File: src/rtl/mem_port_arbiter_if.sv
// Bundle between the cache/store-buffer front end, the memory port and the arbiter.
// Latency: none. This file only groups signals.
// Backpressure: mem_ready is the only stall. Requesters hold their level requests until they receive a pulse.
// Ports:
//   requesters  imiss_req/addr, dmiss_req/addr, sb_req/addr/data -> arbiter
//   pulses      ifill, dfill, sb_ack, fill_data, busy            <- arbiter
//   memory      mem_req/we/addr/wdata <- arbiter, mem_ready/rdata -> arbiter
interface mem_port_arbiter_if #(
  parameter int ADDR_W = 32,
  parameter int DATA_W = 32,
  parameter int LINE_W = 128
);
  logic              imiss_req;
  logic [ADDR_W-1:0] imiss_addr;
  logic              dmiss_req;
  logic [ADDR_W-1:0] dmiss_addr;
  logic              sb_req;
  logic [ADDR_W-1:0] sb_addr;
  logic [DATA_W-1:0] sb_data;
  logic              ifill;
  logic              dfill;
  logic              sb_ack;
  logic [LINE_W-1:0] fill_data;
  logic              mem_req;
  logic              mem_we;
  logic [ADDR_W-1:0] mem_addr;
  logic [DATA_W-1:0] mem_wdata;
  logic              mem_ready;
  logic [LINE_W-1:0] mem_rdata;
  logic              busy;

  // Arbiter side.
  modport master (
    input  imiss_req, imiss_addr, dmiss_req, dmiss_addr, sb_req, sb_addr, sb_data,
    input  mem_ready, mem_rdata,
    output ifill, dfill, sb_ack, fill_data, busy,
    output mem_req, mem_we, mem_addr, mem_wdata
  );

  // Front end and memory model side.
  modport slave (
    output imiss_req, imiss_addr, dmiss_req, dmiss_addr, sb_req, sb_addr, sb_data,
    output mem_ready, mem_rdata,
    input  ifill, dfill, sb_ack, fill_data, busy,
    input  mem_req, mem_we, mem_addr, mem_wdata
  );
endinterface

File: src/rtl/mem_port_arbiter.sv
// Shares one memory port among I-fill, D-fill and store drain. Priority is D > I > SB.
// Store drains are forced through after STARVE_MAX lost grants.
// Latency: the pulse comes in the RESP cycle, which follows the cycle with mem_ready.
// That is at least 2 edges after the request is sampled. Throughput is at most one transaction per 3 cycles.
// Backpressure: the arbiter holds mem_req with a stable address and data until mem_ready.
// Requests that arrive while busy wait in IDLE; there is no preemption.
// Ports: clk, rst_n (async, active low), and bus (mem_port_arbiter_if.master).
module mem_port_arbiter #(
  parameter int ADDR_W     = 32,
  parameter int DATA_W     = 32,
  parameter int LINE_W     = 128,
  parameter int STARVE_MAX = 4
) (
  input  logic              clk,
  input  logic              rst_n,
  mem_port_arbiter_if.master bus
);

  typedef enum logic [1:0] {IDLE, ACCESS, RESP} state_t;
  typedef enum logic [1:0] {ID_D, ID_I, ID_SB} id_t;

  localparam logic [3:0] CNT_MAX = 4'(STARVE_MAX);

  state_t            state;
  id_t               cur_id;
  logic [3:0]        starve_cnt;
  logic              mem_req_q, mem_we_q, busy_q;
  logic              ifill_q, dfill_q, sb_ack_q;
  logic [ADDR_W-1:0] mem_addr_q;
  logic [DATA_W-1:0] mem_wdata_q;
  logic [LINE_W-1:0] fill_data_q;

  logic              grant_vld;
  id_t               grant_id;

  // Arbitration is only acted on in IDLE. The starved store drain beats both fills.
  always_comb begin
    grant_vld = bus.dmiss_req | bus.imiss_req | bus.sb_req;
    grant_id  = ID_SB;
    if (bus.sb_req && (starve_cnt == CNT_MAX)) grant_id = ID_SB;
    else if (bus.dmiss_req)                    grant_id = ID_D;
    else if (bus.imiss_req)                    grant_id = ID_I;
    else                                       grant_id = ID_SB;
  end

  always_ff @(posedge clk or negedge rst_n) begin
    if (!rst_n) begin
      state       <= IDLE;
      cur_id      <= ID_D;
      starve_cnt  <= '0;
      mem_req_q   <= 1'b0;
      mem_we_q    <= 1'b0;
      busy_q      <= 1'b0;
      ifill_q     <= 1'b0;
      dfill_q     <= 1'b0;
      sb_ack_q    <= 1'b0;
      mem_addr_q  <= '0;
      mem_wdata_q <= '0;
      fill_data_q <= '0;
    end else begin
      // The pulses are high only in the RESP cycle.
      ifill_q  <= 1'b0;
      dfill_q  <= 1'b0;
      sb_ack_q <= 1'b0;

      // The counter tracks consecutive fill grants taken while a store waits.
      // It clears whenever the store buffer empties, in any state.
      if (state == IDLE && grant_vld && grant_id == ID_SB)
        starve_cnt <= '0;
      else if (!bus.sb_req)
        starve_cnt <= '0;
      else if (state == IDLE && grant_vld && starve_cnt != CNT_MAX)
        starve_cnt <= starve_cnt + 4'd1;

      case (state)
        IDLE: begin
          if (grant_vld) begin
            cur_id    <= grant_id;
            mem_req_q <= 1'b1;
            busy_q    <= 1'b1;
            state     <= ACCESS;
            case (grant_id)
              ID_D: begin
                mem_addr_q <= bus.dmiss_addr;
                mem_we_q   <= 1'b0;
              end
              ID_I: begin
                mem_addr_q <= bus.imiss_addr;
                mem_we_q   <= 1'b0;
              end
              default: begin
                mem_addr_q  <= bus.sb_addr;
                mem_wdata_q <= bus.sb_data;
                mem_we_q    <= 1'b1;
              end
            endcase
          end
        end
        ACCESS: begin
          if (bus.mem_ready) begin
            mem_req_q <= 1'b0;
            if (!mem_we_q) fill_data_q <= bus.mem_rdata;
            dfill_q  <= (cur_id == ID_D);
            ifill_q  <= (cur_id == ID_I);
            sb_ack_q <= (cur_id == ID_SB);
            state    <= RESP;
          end
        end
        RESP: begin
          busy_q <= 1'b0;
          state  <= IDLE;
        end
        default: begin
          mem_req_q <= 1'b0;
          busy_q    <= 1'b0;
          state     <= IDLE;
        end
      endcase
    end
  end

  assign bus.ifill     = ifill_q;
  assign bus.dfill     = dfill_q;
  assign bus.sb_ack    = sb_ack_q;
  assign bus.fill_data = fill_data_q;
  assign bus.mem_req   = mem_req_q;
  assign bus.mem_we    = mem_we_q;
  assign bus.mem_addr  = mem_addr_q;
  assign bus.mem_wdata = mem_wdata_q;
  assign bus.busy      = busy_q;

endmodule

File: src/flat_wrapper.sv
// flat-port wrapper written by rule: the top's interface ports become plain ports
module mem_port_arbiter_flat 
#(
  parameter int ADDR_W     = 32,
  parameter int DATA_W     = 32,
  parameter int LINE_W     = 128,
  parameter int STARVE_MAX = 4
)
  (clk, rst_n, bus_imiss_req, bus_imiss_addr, bus_dmiss_req, bus_dmiss_addr, bus_sb_req, bus_sb_addr, bus_sb_data, bus_mem_ready, bus_mem_rdata, bus_ifill, bus_dfill, bus_sb_ack, bus_fill_data, bus_busy, bus_mem_req, bus_mem_we, bus_mem_addr, bus_mem_wdata);
  mem_port_arbiter_if #(.ADDR_W(ADDR_W), .DATA_W(DATA_W), .LINE_W(LINE_W)) bus_i ();
  input  logic clk;
  input  logic rst_n;
  input wire logic [$bits(bus_i.imiss_req)-1:0] bus_imiss_req;
  input wire logic [$bits(bus_i.imiss_addr)-1:0] bus_imiss_addr;
  input wire logic [$bits(bus_i.dmiss_req)-1:0] bus_dmiss_req;
  input wire logic [$bits(bus_i.dmiss_addr)-1:0] bus_dmiss_addr;
  input wire logic [$bits(bus_i.sb_req)-1:0] bus_sb_req;
  input wire logic [$bits(bus_i.sb_addr)-1:0] bus_sb_addr;
  input wire logic [$bits(bus_i.sb_data)-1:0] bus_sb_data;
  input wire logic [$bits(bus_i.mem_ready)-1:0] bus_mem_ready;
  input wire logic [$bits(bus_i.mem_rdata)-1:0] bus_mem_rdata;
  output wire logic [$bits(bus_i.ifill)-1:0] bus_ifill;
  output wire logic [$bits(bus_i.dfill)-1:0] bus_dfill;
  output wire logic [$bits(bus_i.sb_ack)-1:0] bus_sb_ack;
  output wire logic [$bits(bus_i.fill_data)-1:0] bus_fill_data;
  output wire logic [$bits(bus_i.busy)-1:0] bus_busy;
  output wire logic [$bits(bus_i.mem_req)-1:0] bus_mem_req;
  output wire logic [$bits(bus_i.mem_we)-1:0] bus_mem_we;
  output wire logic [$bits(bus_i.mem_addr)-1:0] bus_mem_addr;
  output wire logic [$bits(bus_i.mem_wdata)-1:0] bus_mem_wdata;
  assign bus_i.imiss_req = bus_imiss_req;
  assign bus_i.imiss_addr = bus_imiss_addr;
  assign bus_i.dmiss_req = bus_dmiss_req;
  assign bus_i.dmiss_addr = bus_dmiss_addr;
  assign bus_i.sb_req = bus_sb_req;
  assign bus_i.sb_addr = bus_sb_addr;
  assign bus_i.sb_data = bus_sb_data;
  assign bus_i.mem_ready = bus_mem_ready;
  assign bus_i.mem_rdata = bus_mem_rdata;
  assign bus_ifill = bus_i.ifill;
  assign bus_dfill = bus_i.dfill;
  assign bus_sb_ack = bus_i.sb_ack;
  assign bus_fill_data = bus_i.fill_data;
  assign bus_busy = bus_i.busy;
  assign bus_mem_req = bus_i.mem_req;
  assign bus_mem_we = bus_i.mem_we;
  assign bus_mem_addr = bus_i.mem_addr;
  assign bus_mem_wdata = bus_i.mem_wdata;
  mem_port_arbiter #(.ADDR_W(ADDR_W), .DATA_W(DATA_W), .LINE_W(LINE_W), .STARVE_MAX(STARVE_MAX)) u_core (.clk(clk), .rst_n(rst_n), .bus(bus_i));
endmodule
File: config.mk
export PLATFORM = sky130hd
export DESIGN_NAME = mem_port_arbiter_flat
export DESIGN_NICKNAME = d
export VERILOG_FILES = /design/src/rtl/mem_port_arbiter_if.sv /design/src/rtl/mem_port_arbiter.sv /design/src/flat_wrapper.sv
export SDC_FILE = /design/constraint.sdc
export NUM_CORES = 1
export LEC_CHECK = 0
export BUFFER_PORTS_ARGS = -buffer_cell sky130_fd_sc_hd__buf_2
export CORE_AREA = 5 5 174 176
export CTS_CLUSTER_DIAMETER = 80
export CTS_CLUSTER_SIZE = 14
export DETAILED_ROUTE_END_ITERATION = 10
export DIE_AREA = 0 0 179 181
export HOLD_SLACK_MARGIN = 0.12
export PLACE_DENSITY = 0.56
export SYNTH_ARGS = -nofsm -noshare
export SYNTH_HDL_FRONTEND = slang
export SYNTH_SLANG_ARGS = --single-unit
File: constraint.sdc
create_clock -name clk -period 2.2 [get_ports clk]
set_input_delay 0 -clock clk [delete_from_list [all_inputs] [get_ports clk]]
set_output_delay 0 -clock clk [all_outputs]
set_load 0.02 [all_outputs]
==> run summary <==
RSZ-0062 raised after global routing - no
all-layer global routing usage - 18.1%
Power Density - 1230 nW/um^2
Routed WL - 31100 um
GP Congestion - 0.785
Synth cell types - 35
mux cell area share after synthesis - 20.7%
final std cells w/o fill - 1754
setup total negative slack - 0 ps
drt wl/cell - 17.7 um
Net Sw Power - 7.15 mW
Post-DP Area - 11500 sq um
Synth Instances - 657
Post-Synth Adder-Cell Area - 0.287%
Layout Skew - 12.5 ps
EDFF count, synth - 0
Post-synth top flop - dfrtp_1
Num CTS Buffers - 18
largest stage delay on the critical path - 580 ps
post-DP HPWL - 21500 um
synth top area cells - dfrtp_1, mux2_2, mux2_1, a21oi_1, or3b_2
drc violations - 0
Slew Viols, Final - 0
critical-path cell list - inv_1, ha_1, and4b_2, buf_12, a21oi_1, dlygate4sd3_1, o31ai_1
Final Net Count - 1631
simple-gate share of the synthesized area - 7.28%
CTS Buffer Depth - 3
WHS Endpoint - u_core.cur_id[0]
outcome - finished, final reports clean
via count - 8046
Layout Utilization - 51.4%
asr flop ratio synth - 100%
CTS HTree Levels - 1
die width - 179 um
Core Box Area - 28500 sq um
Internal - 10.9 mW
dpl ws - 354 ps
Rows - 62
Synth Warn # - 0
fmax - 483 MHz
CTS root buf - clkbuf_16
first-pass GRT wire length - 46800 um
final hold vios - 0
Skew-Pair Late Insertion Delay - 480 ps
post-synthesis sequential element count - 206
total power - 18.0 mW
full die area - 32400 sq um
largest net degree at the start of global routing - 79
main combinational cell family by area after synthesis - multiplexers
post-CTS setup buffers - 0
die height - 181 um
Slew HR - 57.8%
Reg2Reg Depth - 7
layout cells sized above 1 - 49.1%
Synth Area in Compound Gates - 9.50%
synthesized area per cell - 13.3 sq um
CP max stage cell - dlygate4sd3_1
Synth area leader - dfrtp_1
vias in the first global route - 8608
VDD IR max - 0.568 mV
initial antenna violation count - 3
grt ovf - 0
Placed Cells - 1472
Reg2Reg Setup Slack - 130 ps
hold path depth - 4
CTS tree - yes
sequential fraction of the synthesis area - 59.2%
Port Buffers - 459
R2R Path End - u_core.bus.mem_addr[27]
hold_sp - bus_dmiss_req
Reg2Reg Launch Point - u_core.starve_cnt[0]
Logic pwr share - 46.9%
Worst Path Arrival - 2450 ps
clock power share - 16.4%
Syn Nets - 921
fin crit period - 2070 ps
Critical Path End Type - flip-flop
Critical path buffers and inverters - 3
Synth top area share - 59.2%
CP top delay family - buffers and inverters
Final setup viols - 0
Post-DRT Antenna Nets - 0
Synth top cells by count - dfrtp_1, mux2_2, a21oi_1
count leader, synth - dfrtp_1
mapped cell area - 8710 sq um
sw frac - 39.6%
routed vias/inst - 4.59
Reg power frac - 36.7%
DR pass1 iterations - 4
Final Instance Area - 14600 sq um
crit path max fanout - 22
worst hold slack - 258 ps
max-cap viol count - 0
xor and xnor area share after synthesis - 0%
Worst Max-Slew Pin Slew - 634 ps
Leakage - 6.89 nW
Starting DRT DRC Count - 346
type of origin of the critical path - flip-flop
Hold WC Path Type - in -> reg
TritonCTS Sinks - 206
final worst slack - 129 ps
CTS clk-pin slew, worst paths - 70 ps
Layout Area Growth over Synthesis - 68.0%
period utilization - 94.1%
Setup CP Type - reg -> reg
Initial Util - 30.6%
IO Pins - 460
CP required - 2580 ps
==> sequential cells by signal, summed over array words and instances, names as in the netlist, 2 cells and up <==
| name | cells |
|---|---|
| u_core.bus.mem_addr | 32 |
| u_core.starve_cnt | 4 |
| u_core.state | 2 |
| u_core.bus.mem_wdata | 32 |
| u_core.cur_id | 2 |
| u_core.bus.fill_data | 128 |
==> worst max path at each step <==
stage	startpoint	to	slack, ps	cells past startpoint
after floorplan	u_core.starve_cnt[0]	u_core.bus.mem_wdata[10]	480	6
after global placement	u_core.starve_cnt[0]	u_core.bus.mem_wdata[0]	400	6
after detailed placement	u_core.starve_cnt[0]	u_core.bus.mem_wdata[14]	350	6
after CTS	u_core.starve_cnt[0]	u_core.bus.mem_addr[2]	20	7
after global routing	u_core.starve_cnt[0]	u_core.bus.mem_addr[16]	2	7
final	u_core.starve_cnt[0]	u_core.bus.mem_addr[27]	130	7
==> layout make-up <==
class,instances,area [sq um]
Multi-Input combinational cell,394,3310
Inverter,6,22.5
Fill cell,2486,13800
Tap cell,384,480
Sequential cell,206,5150
Clock inverter,1,30.0
Clock buffer,19,475
Antenna cell,3,7.51
Timing Repair Buffer,741,5150
==> power groups by stage <==
stage | clock (mW) | combinational, mW | sequential, mW
floorplan | 0 | 2.62 | 8.92
global placement | 0 | 8.03 | 6.58
detailed placement | 0 | 8.12 | 6.65
CTS | 3.11 | 8.54 | 6.59
global route | 3.23 | 9.04 | 6.87
finish | 2.96 | 8.47 | 6.62
==> worst min-delay path, stage by stage <==
cell and delay (ps):
buf_2 110, buf_4 320, nor4b_1 110, a21o_1 150
==> cells in the final DEF, fill, tap and decap left out, types with 2 or more instances in the layout <==
cell,count
or3b_2,32
nand3b_1,2
dfrtp_1,206
diode_2,3
dlygate4sd3_1,259
o31ai_1,31
nand2_1,3
inv_1,6
nor3b_1,2
mux2_1,30
mux2_2,130
ha_1,2
a21oi_1,66
nand3_1,2
o21ai_0,36
nand4_1,3
a31oi_1,2
buf_4,16
nand2b_1,33
buf_12,6
nor3_1,2
o21a_1,3
clkbuf_16,19
buf_2,458
nor2_1,2
==> repair_timing <==
action	CTS	global route
hold buffers	259	0
endpoints found under the setup margin	0	23
gates resized for setup	0	10
endpoints found under the hold margin	408	0
==> per-layer routing <==
layer	track usage [%]	vias to the layer above	wire (um)	share of wire, %
li1	-	3775	-	-
met1	19.4	3854	10800	35
met2	34.2	358	16400	53
met3	4.91	59	3010	9.7
met4	5.37	0	926	3.0
met5	0	-	0	0
==> cell families after synthesis <==
group	count (synthesis)
DFF	206
muxes	160
AOI/OAI and AO/OA	143
and+or+nand+nor	89
buffers and inverters	57
adders and majority gates	2
Note: power is estimated with default switching activity, not from simulation.
